## src/rtl/signal_safety_monitor.sv

```systemverilog
// Safety stage behind the traffic-light controller: registered lamp decode,
// green-conflict and illegal-transition detection, flash fault mode and all-red recovery.
module signal_safety_monitor #(
  parameter int CONFLICT_CYCLES = 1,
  parameter int FLASH_HALF      = 5,
  parameter int ALLRED_CYCLES   = 4
) (
  input  logic       clk,
  input  logic       rst,
  input  logic       fault_clr,
  input  logic [1:0] Highway_1,
  input  logic [1:0] Highway_2,
  input  logic [1:0] Farm_1,
  input  logic [1:0] Farm_2,
  output logic [2:0] hw1_lamp,
  output logic [2:0] hw2_lamp,
  output logic [2:0] fm1_lamp,
  output logic [2:0] fm2_lamp,
  output logic [1:0] mode,
  output logic       fault,
  output logic [1:0] fault_code
);

  typedef enum logic [1:0] {
    NORMAL  = 2'b00,
    FLASH   = 2'b01,
    ALL_RED = 2'b10
  } mode_t;

  localparam logic [1:0] GREEN      = 2'b00;
  localparam logic [1:0] YELLOW     = 2'b01;
  localparam logic [1:0] RED        = 2'b10;
  localparam logic [1:0] RED_YELLOW = 2'b11;

  localparam logic [2:0] LAMP_RED    = 3'b100;
  localparam logic [2:0] LAMP_YELLOW = 3'b010;
  localparam logic [2:0] LAMP_OFF    = 3'b000;

  localparam int CW = $clog2(CONFLICT_CYCLES + 2);
  localparam int FW = $clog2(2 * FLASH_HALF + 1);
  localparam int AW = $clog2(ALLRED_CYCLES + 1);

  localparam logic [CW-1:0] CONF_MAX   = CW'(CONFLICT_CYCLES);
  localparam logic [FW-1:0] FLASH_LAST = FW'(2 * FLASH_HALF - 1);
  localparam logic [FW-1:0] FLASH_ON   = FW'(FLASH_HALF);
  localparam logic [AW-1:0] ALLRED_END = AW'(ALLRED_CYCLES - 1);

  mode_t         state;
  logic [CW-1:0] conf_cnt;
  logic [FW-1:0] flash_cnt;
  logic [FW-1:0] flash_next;
  logic [AW-1:0] allred_cnt;
  logic [1:0]    prev_hw1, prev_hw2, prev_fm1, prev_fm2;

  logic conflict;
  logic conf_viol;
  logic trans_viol;
  logic violation;

  function automatic logic [2:0] decode(input logic [1:0] c);
    case (c)
      GREEN:   decode = 3'b001;
      YELLOW:  decode = 3'b010;
      RED:     decode = 3'b100;
      default: decode = 3'b110;
    endcase
  endfunction

  // Any change into Red is always safe; otherwise only the normal cycle order is allowed.
  function automatic logic illegal(input logic [1:0] prev, input logic [1:0] cur);
    logic legal;
    legal = (prev == cur) || (cur == RED) ||
            (prev == RED        && cur == RED_YELLOW) ||
            (prev == RED_YELLOW && cur == GREEN) ||
            (prev == GREEN      && cur == YELLOW);
    illegal = !legal;
  endfunction

  always_comb begin
    conflict   = ((Highway_1 != RED) || (Highway_2 != RED)) &&
                 ((Farm_1 != RED) || (Farm_2 != RED));
    conf_viol  = conflict && (conf_cnt == CONF_MAX);
    trans_viol = illegal(prev_hw1, Highway_1) || illegal(prev_hw2, Highway_2) ||
                 illegal(prev_fm1, Farm_1)    || illegal(prev_fm2, Farm_2);
    violation  = conf_viol || trans_viol;
    flash_next = (flash_cnt == FLASH_LAST) ? '0 : flash_cnt + 1'b1;
  end

  assign mode = state;

  always_ff @(posedge clk) begin
    if (rst) begin
      state      <= NORMAL;
      fault      <= 1'b0;
      fault_code <= 2'b00;
      hw1_lamp   <= LAMP_RED;
      hw2_lamp   <= LAMP_RED;
      fm1_lamp   <= LAMP_RED;
      fm2_lamp   <= LAMP_RED;
      conf_cnt   <= '0;
      flash_cnt  <= '0;
      allred_cnt <= '0;
      prev_hw1   <= RED;
      prev_hw2   <= RED;
      prev_fm1   <= RED;
      prev_fm2   <= RED;
    end else begin
      prev_hw1 <= Highway_1;
      prev_hw2 <= Highway_2;
      prev_fm1 <= Farm_1;
      prev_fm2 <= Farm_2;

      case (state)
        NORMAL: begin
          if (!conflict)
            conf_cnt <= '0;
          else if (conf_cnt != CONF_MAX)
            conf_cnt <= conf_cnt + 1'b1;

          if (violation) begin
            state      <= FLASH;
            fault      <= 1'b1;
            fault_code <= {trans_viol, conf_viol};
            flash_cnt  <= '0;
            hw1_lamp   <= LAMP_YELLOW;
            hw2_lamp   <= LAMP_YELLOW;
            fm1_lamp   <= LAMP_YELLOW;
            fm2_lamp   <= LAMP_YELLOW;
          end else begin
            hw1_lamp <= decode(Highway_1);
            hw2_lamp <= decode(Highway_2);
            fm1_lamp <= decode(Farm_1);
            fm2_lamp <= decode(Farm_2);
          end
        end

        FLASH: begin
          conf_cnt <= '0;
          if (fault_clr) begin
            state      <= ALL_RED;
            fault      <= 1'b0;
            fault_code <= 2'b00;
            allred_cnt <= '0;
            hw1_lamp   <= LAMP_RED;
            hw2_lamp   <= LAMP_RED;
            fm1_lamp   <= LAMP_RED;
            fm2_lamp   <= LAMP_RED;
          end else begin
            flash_cnt <= flash_next;
            hw1_lamp  <= (flash_next < FLASH_ON) ? LAMP_YELLOW : LAMP_OFF;
            hw2_lamp  <= (flash_next < FLASH_ON) ? LAMP_YELLOW : LAMP_OFF;
            fm1_lamp  <= (flash_next < FLASH_ON) ? LAMP_YELLOW : LAMP_OFF;
            fm2_lamp  <= (flash_next < FLASH_ON) ? LAMP_YELLOW : LAMP_OFF;
          end
        end

        default: begin
          // Conflict history restarts from zero when NORMAL resumes.
          conf_cnt <= '0;
          if (allred_cnt == ALLRED_END) begin
            state    <= NORMAL;
            hw1_lamp <= decode(Highway_1);
            hw2_lamp <= decode(Highway_2);
            fm1_lamp <= decode(Farm_1);
            fm2_lamp <= decode(Farm_2);
          end else begin
            allred_cnt <= allred_cnt + 1'b1;
            hw1_lamp   <= LAMP_RED;
            hw2_lamp   <= LAMP_RED;
            fm1_lamp   <= LAMP_RED;
            fm2_lamp   <= LAMP_RED;
          end
        end
      endcase
    end
  end

endmodule
```

## config.mk

```make
export PLATFORM = sky130hd
export DESIGN_NAME = signal_safety_monitor
export DESIGN_NICKNAME = d
export VERILOG_FILES = /design/src/rtl/signal_safety_monitor.sv
export SDC_FILE = /design/constraint.sdc
export NUM_CORES = 1
export LEC_CHECK = 0
export BUFFER_PORTS_ARGS = -buffer_cell sky130_fd_sc_hd__buf_2
export CORE_ASPECT_RATIO = 1.75
export CORE_MARGIN = 8
export CORE_UTILIZATION = 50
export DETAILED_ROUTE_END_ITERATION = 10
export HOLD_SLACK_MARGIN = 0.12
export PLACE_DENSITY_LB_ADDON = 0.2
export RECOVER_POWER = 50
export SLEW_MARGIN = 20
export SYNTH_ARGS = -nofsm -noshare
export SYNTH_HDL_FRONTEND = slang
export SYNTH_SLANG_ARGS = --single-unit
```

## constraint.sdc

```tcl
create_clock -name clk -period 1.91 [get_ports clk]
set_input_delay 0.191 -clock clk [delete_from_list [all_inputs] [get_ports clk]]
set_output_delay 0.191 -clock clk [all_outputs]
set_load 0.02 [all_outputs]
```

Word-level counts from Yosys, hierarchy flattened
Index checks and enable logic that the tools add are counted.
Storage, ports and cells
  register bits: 34
  latch bits: 0
  RAM bits: 0
  bits in read-only memories: 0
  input bits: 11
  output and inout port bits: 17
  logic and storage cells: 148
  memories kept: 0
Operators by class
  add/sub/neg operators: 3
  multiply operators: 0
  div/mod/pow operators: 0
  order comparisons: 1
  equal/unequal tests: 37
  shift-type cells: 0
  muxes and demuxes: 35
  bitwise gates (word level): 2
  reduce and logical (&&, ||, !) cells: 56
Operators by type and width (count)
  $pmux W3 S3: 4
  $mux W3: 11
  $eq A2 B2 Y1 const B: 16
  $pmux W3 S2: 5
  $logic_or A1 B1 Y1: 22
  $logic_not A2 Y1: 9
  $logic_and A1 B1 Y1: 14
  $ne A2 B2 Y1 const B: 7
  $eq A2 B1 Y1 const B: 6
  $mux W2: 6
  $mux W4: 3
  $reduce_and A3 Y1: 4
  $eq A2 B2 Y1: 4
  $pmux W2 S2: 2
  $pmux W4 S2: 1
  $add A4 B1 Y4 const B: 1
  $eq A4 B4 Y1 const B: 1
  $logic_not A1 Y1: 4
  $lt A4 B3 Y1 const B: 1
  $ne A2 B1 Y1 const B: 2
  $add A3 B1 Y3 const B: 1
  $eq A3 B2 Y1 const B: 1
  $reduce_bool A3 Y1: 1
  $reduce_or A3 Y1: 1
  5 further kinds: 7

Longest topological paths before layout
Gate-level depths: netlist of run 1.
  depth after elaboration: 12
  depth in mapped cells: 7
  mapped depth without buffers: 7

Worst setup path before layout of run 1
No wires, ideal clock.
  kind: reg-to-reg
  start point: reg state[1] (netlist: mode[1])
  end point: reg hw1_lamp[1]
  setup time: 0.063 ns
  arrival: 1.576 ns
  required time: 1.847 ns
  path slack: 0.271 ns
  cell stages (with the launch flop): 6
  buffers on the path: 1
  period minus slack after synthesis: 1.639 ns
  path through: dfxtp_1 -> clkbuf_1 -> or3b_2 -> nor2_1 -> nand3_1 -> nand3_1
Between the ends
  cells in the longest elaborated chain, start to end: 2
  elaborated cells on any way between the ends: 3
  classes of those cells: eq/ne: 1; mux: 1; reduce/logical: 1
RTL lines
  start, declared: line 48  | mode_t state;
  start signal, assigned: line 93  | state <= NORMAL;
  start signal, assigned: line 121  | state <= FLASH;
  start signal, assigned: line 140  | state <= ALL_RED;
  $eq A2 B1 Y1 or $logic_not A2 Y1 (tied branches): line 113  | case (state)
  $pmux W3 S2 *: line 113
  end signal, assigned: line 130  | hw1_lamp <= decode(Highway_1);
  end signal, assigned: line 150  | hw1_lamp <= (flash_next < FLASH_ON) ? LAMP_YELLOW : LAMP_OFF;
  end signal, assigned: line 162  | hw1_lamp <= decode(Highway_1);
  end, declared: line 15  | output logic [2:0] hw1_lamp,
Every way passes the cells marked *; elsewhere a longest branch is shown, timed or not.
A chain may end at the register's enable or synchronous reset.

Final worst setup path of run 1
  start point: reg prev_fm1[1]
  end point: reg flash_cnt[2]
Between the ends
  cells in the longest elaborated chain, start to end: 11
  elaborated cells on any way between the ends: 17
  classes of those cells: eq/ne: 4; reduce/logical: 13
RTL lines
  start, declared: line 53  | logic [1:0] prev_hw1, prev_hw2, prev_fm1, prev_fm2;
  start signal, assigned: line 110  | prev_fm1 <= Farm_1;
  $eq A2 B2 Y1, on equally long branches: line 72, 73
  $logic_or A1 B1 Y1 or $logic_and A1 B1 Y1 (tied branches): line 72, 73
  $logic_or A1 B1 Y1: line 72  | legal = (prev == cur) || (cur == RED) ||
  $logic_or A1 B1 Y1: line 73  | (prev == RED && cur == RED_YELLOW) ||
  $logic_or A1 B1 Y1 *: line 74  | (prev == RED_YELLOW && cur == GREEN) ||
  $logic_not A1 Y1 *: line 76  | illegal = !legal;
  $logic_or A1 B1 Y1 *: line 83  | trans_viol = illegal(prev_hw1, Highway_1) || illegal(prev_hw2, Highway_2) ||
  $logic_or A1 B1 Y1 *: line 84  | illegal(prev_fm1, Farm_1) || illegal(prev_fm2, Farm_2);
  $logic_or A1 B1 Y1 *: line 85  | violation = conf_viol || trans_viol;
  $ne A2 B2 Y1 (no source line) *
  $reduce_and A3 Y1 (no source line) *
  end signal, assigned: line 149  | flash_cnt <= flash_next;
  end, declared: line 50  | logic [FW-1:0] flash_cnt;
Marks and branches as above.

==> results by group, run 1 <==
Detailed routing
  • Antenna viol nets, final: 0
  • DRC violations left: 0
  • DR vias: about 1500
  • DR WL/cell: 15.5 µm
  • First drt pass iteration count: 5
  • WL final: 3.98 mm
  • Detailed Route Iter0 Violations: 54
  • Vias/cell: between 5 and 6

Finish
  • Diode count: 0
  • Layout cells sized above 1: about 15%
  • Reg area: around 680 µm²
  • Post-layout util: approximately three fifths
  • Area of the multi-input gates: 851 µm²
  • Fill count: 294
  • Fin nets: between 200 and 250
  • Layout overhead on the synthesized area: 16.2%
  • Post-route cell area: roughly 0.0019 mm²

Floorplanning
  • Total I/O pin count: 28
  • Area of the die: about 0.0053 mm²
  • Die W: around 59 µm
  • Die Y: 90.7 µm
  • Starting Density: approximately half
  • Num rows: 27
  • Core area: just over 0.003 mm²

Logic synthesis
  • Ys flop type: dfxtp_1
  • Mapped Area: 0.00159 mm²
  • Syn_area_per_cell: a little under 9 µm²
  • Synthesized flop and latch total: 34
  • Syn Inst Count: ~180
  • Post-synth top area share: around 43%
  • Async SR Flop Fraction: 0%
  • Synth warn: 0
  • Cells taking the most area after synthesis: dfxtp_1, nor2_1, a21oi_1
  • Most frequent cell after synthesis: dfxtp_1
  • Largest area contributor in the netlist: dfxtp_1
  • Seq/Total Area, Yosys: a little over two fifths
  • Mapped Nets: 200
  • EDFF count, synth: 0
  • Synth cell count leaders: dfxtp_1, nor2_1, a21oi_1, nand3_1, nand2_1
  • Synth cell types: 42

Global route
  • Number of global-route vias before repair: 1376
  • Remaining global-route overflow: 0
  • GRT Total Usage: between 10% and 20%
  • Initial antenna violation count: 0
  • Pin count of the biggest net entering global routing: 28
  • First-pass GRT wire length: around 6.2 mm

Clocking
  • Max clock buf depth: 2
  • Worst-skew pair later-pin latency: between 0.2 and 0.3 ns
  • Root Driver: clkbuf_8
  • Total CTS buffers: 5
  • # clock sinks: 34
  • Post-CTS sizing: 0
  • CTS H-tree lvls: 2
  • CTS tree: done
  • Clock-pin slew of the registers on the worst-case setup and hold paths: about 0.070 ns
  • Post CTS Setup Buffer Count: 0
  • Post-CTS Hold Buffers: 0

Power and ir drop
  • Pwr dens: 1070 mW/mm²
  • Total Power: around 2.0 mW
  • Leakage: a little over 0.7 nW
  • Peak supply drop: between 0.0006 and 0.0007 V

Hold path
  • HP Start: Highway_1[0]
  • Hold Path Stages: 3
  • Worst Hold Path EP: hw1_lamp[1]
  • Hold crit path type: primary input to flip-flop

Setup path
  • FF-to-FF End: flash_cnt[2]
  • Reg2reg path depth: 5
  • Reg-to-reg slack, setup: slightly below 0.2 ns
  • Setup crit end kind: flip-flop
  • Crit Path Category: flip-flop to flip-flop
  • Startpoint types: flip-flop
  • Critical path peak fanout: 4
  • Critical path required time: between 2 and 2.5 ns
  • Arrival time at the worst endpoint: 1.91 ns
  • FF-to-FF Start: prev_fm1[1]

STA
  • Max Slew Vio Count: 0
  • Final Cycle Share: 89.8%
  • Skew final: 0.00827 ns
  • Min cycle time layout: approximately 1.7 ns
  • Unrepaired setup endpoints after global routing: no
  • Max Fclk: between 0.5 and 0.6 GHz
  • Total negative slack: 0 ns
  • Final Hold Viols: 0
  • Worst slew pin tran: about 1.1 ns
  • Rel. slew slack: between 20 and 30%
  • Final count of negative-setup-slack endpoints: 0

Run status
  • Outcome: complete, no violations

Job
  • Maxcap violations: 0

Placement
  • Hpwl dp: 2.97 mm
  • Port Buf Inserts: 27
  • Final GP Congestion: 0.910
  • Cell Area, Placed: 0.00176 mm²
## metal layers
layer | vias up | share of wire (%) | global-route usage (%) | wire length (µm)
met5 | - | 0 | 0 | 0
met4 | 0 | 4.3 | 10.6 | 173
met3 | 16 | 5.7 | 5.56 | 226
met2 | 59 | 52 | 26.1 | 2070
met1 | 716 | 38 | 13.9 | 1510
li1 | 718 | - | - | -
## cell type report
type / instances / area share, %
Clock buffer: 5 / 3.71
Inverter: 7 / 1.42
Timing Repair Buffer: 29 / 6.89
Clock inverter: 3 / 2.43
Tap cell: 43 / 2.90
Sequential cell: 34 / 36.7
Multi-Input combinational cell: 136 / 45.9
## worst max-delay path by stage
| stage | start | to | slack (ns) | cells past startpoint |
|---|---|---|---|---|
| after detailed placement | Farm_1[1] | flash_cnt[2] | 0.18 | 6 |
| after global routing | prev_hw2[1] | flash_cnt[2] | 0.07 | 5 |
| final | prev_fm1[1] | flash_cnt[2] | 0.19 | 5 |
| after CTS | prev_fm1[1] | flash_cnt[2] | 0.22 | 5 |
| after global placement | Highway_1[1] | flash_cnt[2] | 0.27 | 6 |
| after floorplan | mode[1] | hw1_lamp[1] | 0.27 | 5 |
## cells by family (layout without fill, tap and decap cells)
kind of cell	count (synthesis)	after routing	share of synthesized area, %
simple gates	88	88	30.9
xor+xnor	6	6	3.30
compound gates	37	37	15.2
buf+inv	14	44	3.92
fa+ha+maj	5	5	3.92
flops	34	34	42.7
## state kept, by name, summed over array words and instances (netlist names)
| register | cells |
|---|---|
| conf_cnt | 2 |
| prev_fm1 | 2 |
| prev_hw1 | 2 |
| prev_hw2 | 2 |
| mode | 2 |
| hw1_lamp | 3 |
| fm1_lamp | 3 |
| fault_code | 2 |
| flash_cnt | 4 |
| allred_cnt | 3 |
| prev_fm2 | 2 |
| fm2_lamp | 3 |
| fault | 1 |
| hw2_lamp | 3 |
## placed cells by master, fill, tap and decap left out, types with 2 or more instances in the layout
master	Yosys	layout
dfxtp_1	34	34
nor2_1	22	22
clkbuf_1	4	18
nand3_1	14	14
a21oi_1	14	14
nand2_1	9	9
buf_2	0	9
o21ai_0	8	8
inv_1	7	7
or2_2	5	5
xor2_1	5	5
or4_1	5	5
nor2b_1	5	5
nor3_1	5	5
ha_1	5	5
clkbuf_8	0	5
nor4b_1	4	4
and3_1	4	4
nand2b_1	2	2
nand3b_1	2	2
nand4bb_1	2	2
a22oi_2	2	2
nor3b_1	2	2
a31oi_1	2	2
or4_2	2	2
clkinvlp_4	0	2
buf_4	0	2
## per-stage QoR
step	instances	setup WS, ns	hold WS [ns]
global placement	249	0.269	0.471
floorplan	184	0.271	0.298
global route	257	0.0674	0.206
finish	257	0.195	0.202
detailed placement	249	0.183	0.486
CTS	257	0.225	0.199
## critical path, cell delays in order, from the launching register on
cell,delay [ns]
dfxtp_1,0.34
xor2_1,0.15
a22oi_2,0.22
nand3_2,0.12
or4_1,0.50
a311oi_1,0.29
## report_power, final
part / total, mW / switching [mW] / internal, mW
Clock: 0.659 / 0.272 / 0.388
Sequential: 0.856 / 0.0568 / 0.799
Combinational: 0.473 / 0.309 / 0.164
Total: 1.99 / 0.637 / 1.35
Note: power is estimated with default switching activity, not from simulation.
==> run 2, diff against run 1 <==
CORE_ASPECT_RATIO = 0.75   (was 1.75)
CTS_CLUSTER_DIAMETER = 40   (was unset)
==> run 2 against run 1 <==
  * Clock power down 23%
  * Register-to-register slack better by 0.06 ns
  * Fmax up 3.8%
  * Largest power group unchanged
  * Combinational power about the same
  * Critical path type unchanged
  * Via count down 5.4%
  * Non-clock buffer count unchanged
  * Wire length down 7.2%
==> results by group, run 2 (synthesized netlist as in run 1, its figures left out) <==
Detailed routing
  • DRC violations left: 0
  • WL final: 3.70 mm
  • Top layer in use: met4
  • Vias/cell: about 5.7
  • Antenna viol nets, final: 0
  • Wire length on met2: 1.61 mm
  • Detailed Route Iter0 Violations: roughly 150
  • Met1 wire length: approximately 1.7 mm
  • DR WL/cell: 14.8 µm
  • DR vias: approximately 1400
  • First drt pass iteration count: 4
  • Metal3 WL: between 300 and 400 µm

STA
  • Skew final: around 0.0055 ns
  • Max Fclk: 0.605 GHz
  • Final Hold Viols: 0
  • Final Cycle Share: about 87%
  • Worst slew pin tran: ~0.57 ns
  • Min cycle time layout: about 1.7 ns
  • Unrepaired setup endpoints after global routing: no
  • Total negative slack: 0 ns
  • Final count of negative-setup-slack endpoints: 0
  • Max Slew Vio Count: 0
  • Final hold slack: around 0.21 ns
  • Rel. slew slack: a little over 60%

Power and ir drop
  • Switching share of power: between 30% and 40%
  • Sequential power share: a little under half
  • Peak supply drop: roughly 0.00066 V
  • Int Pwr: 1.24 mW
  • Leakage: approximately 0.7 nW
  • Pwr dens: roughly 1000 mW/mm²
  • Clock power frac: 27.7%
  • Combinational fraction of design power: around a quarter
  • Sw Pwr: 596 µW

Global route
  • First-pass GRT wire length: 6.09 mm
  • Pin count of the biggest net entering global routing: 28
  • Initial antenna violation count: 0
  • Number of global-route vias before repair: between 1000 and 1500
  • Remaining global-route overflow: 0
  • GRT Total Usage: approximately 15%

Setup path
  • Setup crit end kind: flip-flop
  • Most used cell, CP: ha_1
  • Crit Path Category: flip-flop to flip-flop
  • Reg-to-reg slack, setup: between 0.2 and 0.3 ns
  • Worst Path Buf+Inv: 0
  • CP delay by family, top: simple AND/OR/NAND/NOR gates
  • Critical path required time: approximately 2.1 ns
  • Critical path peak fanout: 5
  • Startpoint types: flip-flop
  • Arrival time at the worst endpoint: roughly 1.8 ns
  • CP Cell Sequence: ha_1 > ha_1 > nand2b_1 > and2_1 > nand2_1 > nor2_1 > nor3_1
  • Critical Path Slowest Stage Cell: dfxtp_1
  • FF-to-FF Start: allred_cnt[0]
  • Slowest cell delay on critical path: around 0.32 ns
  • Reg2reg path depth: 7
  • FF-to-FF End: fm1_lamp[2]

Clocking
  • Post CTS Setup Buffer Count: 0
  • Post-CTS sizing: 0
  • Worst-skew pair later-pin latency: around 0.28 ns
  • Post-CTS Hold Buffers: 0
  • Total CTS buffers: 5
  • Max clock buf depth: 2
  • Clock-pin slew of the registers on the worst-case setup and hold paths: roughly 0.070 ns
  • Root Driver: clkbuf_8
  • CTS tree: done
  • CTS H-tree lvls: 2
  • # clock sinks: 34

Finish
  • Fill count: between 200 and 300
  • Layout cells sized above 1: 15.1%
  • Area of the multi-input gates: about 850 µm²
  • Max reg flops: 4
  • Most flop-heavy register: flash_cnt
  • Diode count: 0
  • Reg area: approximately 700 µm²
  • Most frequent cells in the layout: dfxtp_1, nor2_1, clkbuf_1
  • Most common cell after layout, fill and taps aside: dfxtp_1
  • Fin nets: 229
  • Post-Layout Cell Count: 250
  • Layout overhead on the synthesized area: 14.0%

Floorplanning
  • Die Y: roughly 65 µm
  • Die W: 81.2 µm
  • Core area: 0.00300 mm²
  • Total I/O pin count: 28
  • Starting Density: about 53%
  • Area of the die: 0.00527 mm²
  • Num rows: 17

Hold path
  • Worst Hold Path EP: prev_hw1[1]
  • HP Start: Highway_1[1]
  • Hold Path Stages: 2
  • Hold crit path type: primary input to flip-flop

Job
  • Maxcap violations: 0

Run status
  • Outcome: complete, no violations

Placement
  • Dpl cells: about 240
  • Hpwl dp: 2.75 mm
  • Port Buf Inserts: 27
  • Final GP Congestion: 0.867
-- run 2: cell types whose count changed in the layout (fill, tap and decap cells not counted), sizes merged --
cell and delta:
bufinv -1, buf +1, clkinvlp -2
-- run 2: power by group through the flow --
stage / Clock, mW / Combinational [mW] / Sequential [mW]
floorplan: 0 / 0.262 / 0.939
global placement: 0 / 0.478 / 0.863
detailed placement: 0 / 0.491 / 0.868
CTS: 0.520 / 0.494 / 0.852
global route: 0.550 / 0.526 / 0.865
finish: 0.510 / 0.475 / 0.853
-- run 2: layer usage --
layer | vias to the layer above | GRT usage [%]
li1 | 717 | -
met1 | 644 | 19.2
met2 | 57 | 21.8
met3 | 9 | 4.55
met4 | 0 | 6.67
met5 | - | 0
-- run 2: cell type report --
class / count / area share (%)
Inverter: 7 / 1.45
Multi-Input combinational cell: 136 / 46.8
Tap cell: 38 / 2.62
Timing Repair Buffer: 29 / 7.09
Sequential cell: 34 / 37.5
Clock buffer: 6 / 4.55
-- run 2: stage by stage --
stage	area (µm²)	utilization, %	power [mW]	worst slack, ns
5_1_grt	1820	60.6	1.94	0.113
3_3_place_gp	1760	58.5	1.34	0.276
4_1_cts	1840	61.3	1.87	0.245
6_report	1820	60.6	1.84	0.258
2_1_floorplan	1590	-	1.20	0.271
3_5_place_dp	1760	58.5	1.36	0.247
-- run 2: worst max path at each step --
| stage | from | end | slack, ns | cells past startpoint |
|---|---|---|---|---|
| floorplan | mode[1] | hw1_lamp[1] | 0.27 | 5 |
| global placement | Highway_1[1] | flash_cnt[2] | 0.28 | 6 |
| detailed placement | Highway_1[1] | flash_cnt[2] | 0.25 | 6 |
| CTS | allred_cnt[0] | fm1_lamp[2] | 0.24 | 7 |
| global route | allred_cnt[0] | fm1_lamp[2] | 0.11 | 7 |
| finish | allred_cnt[0] | fm1_lamp[2] | 0.26 | 7 |
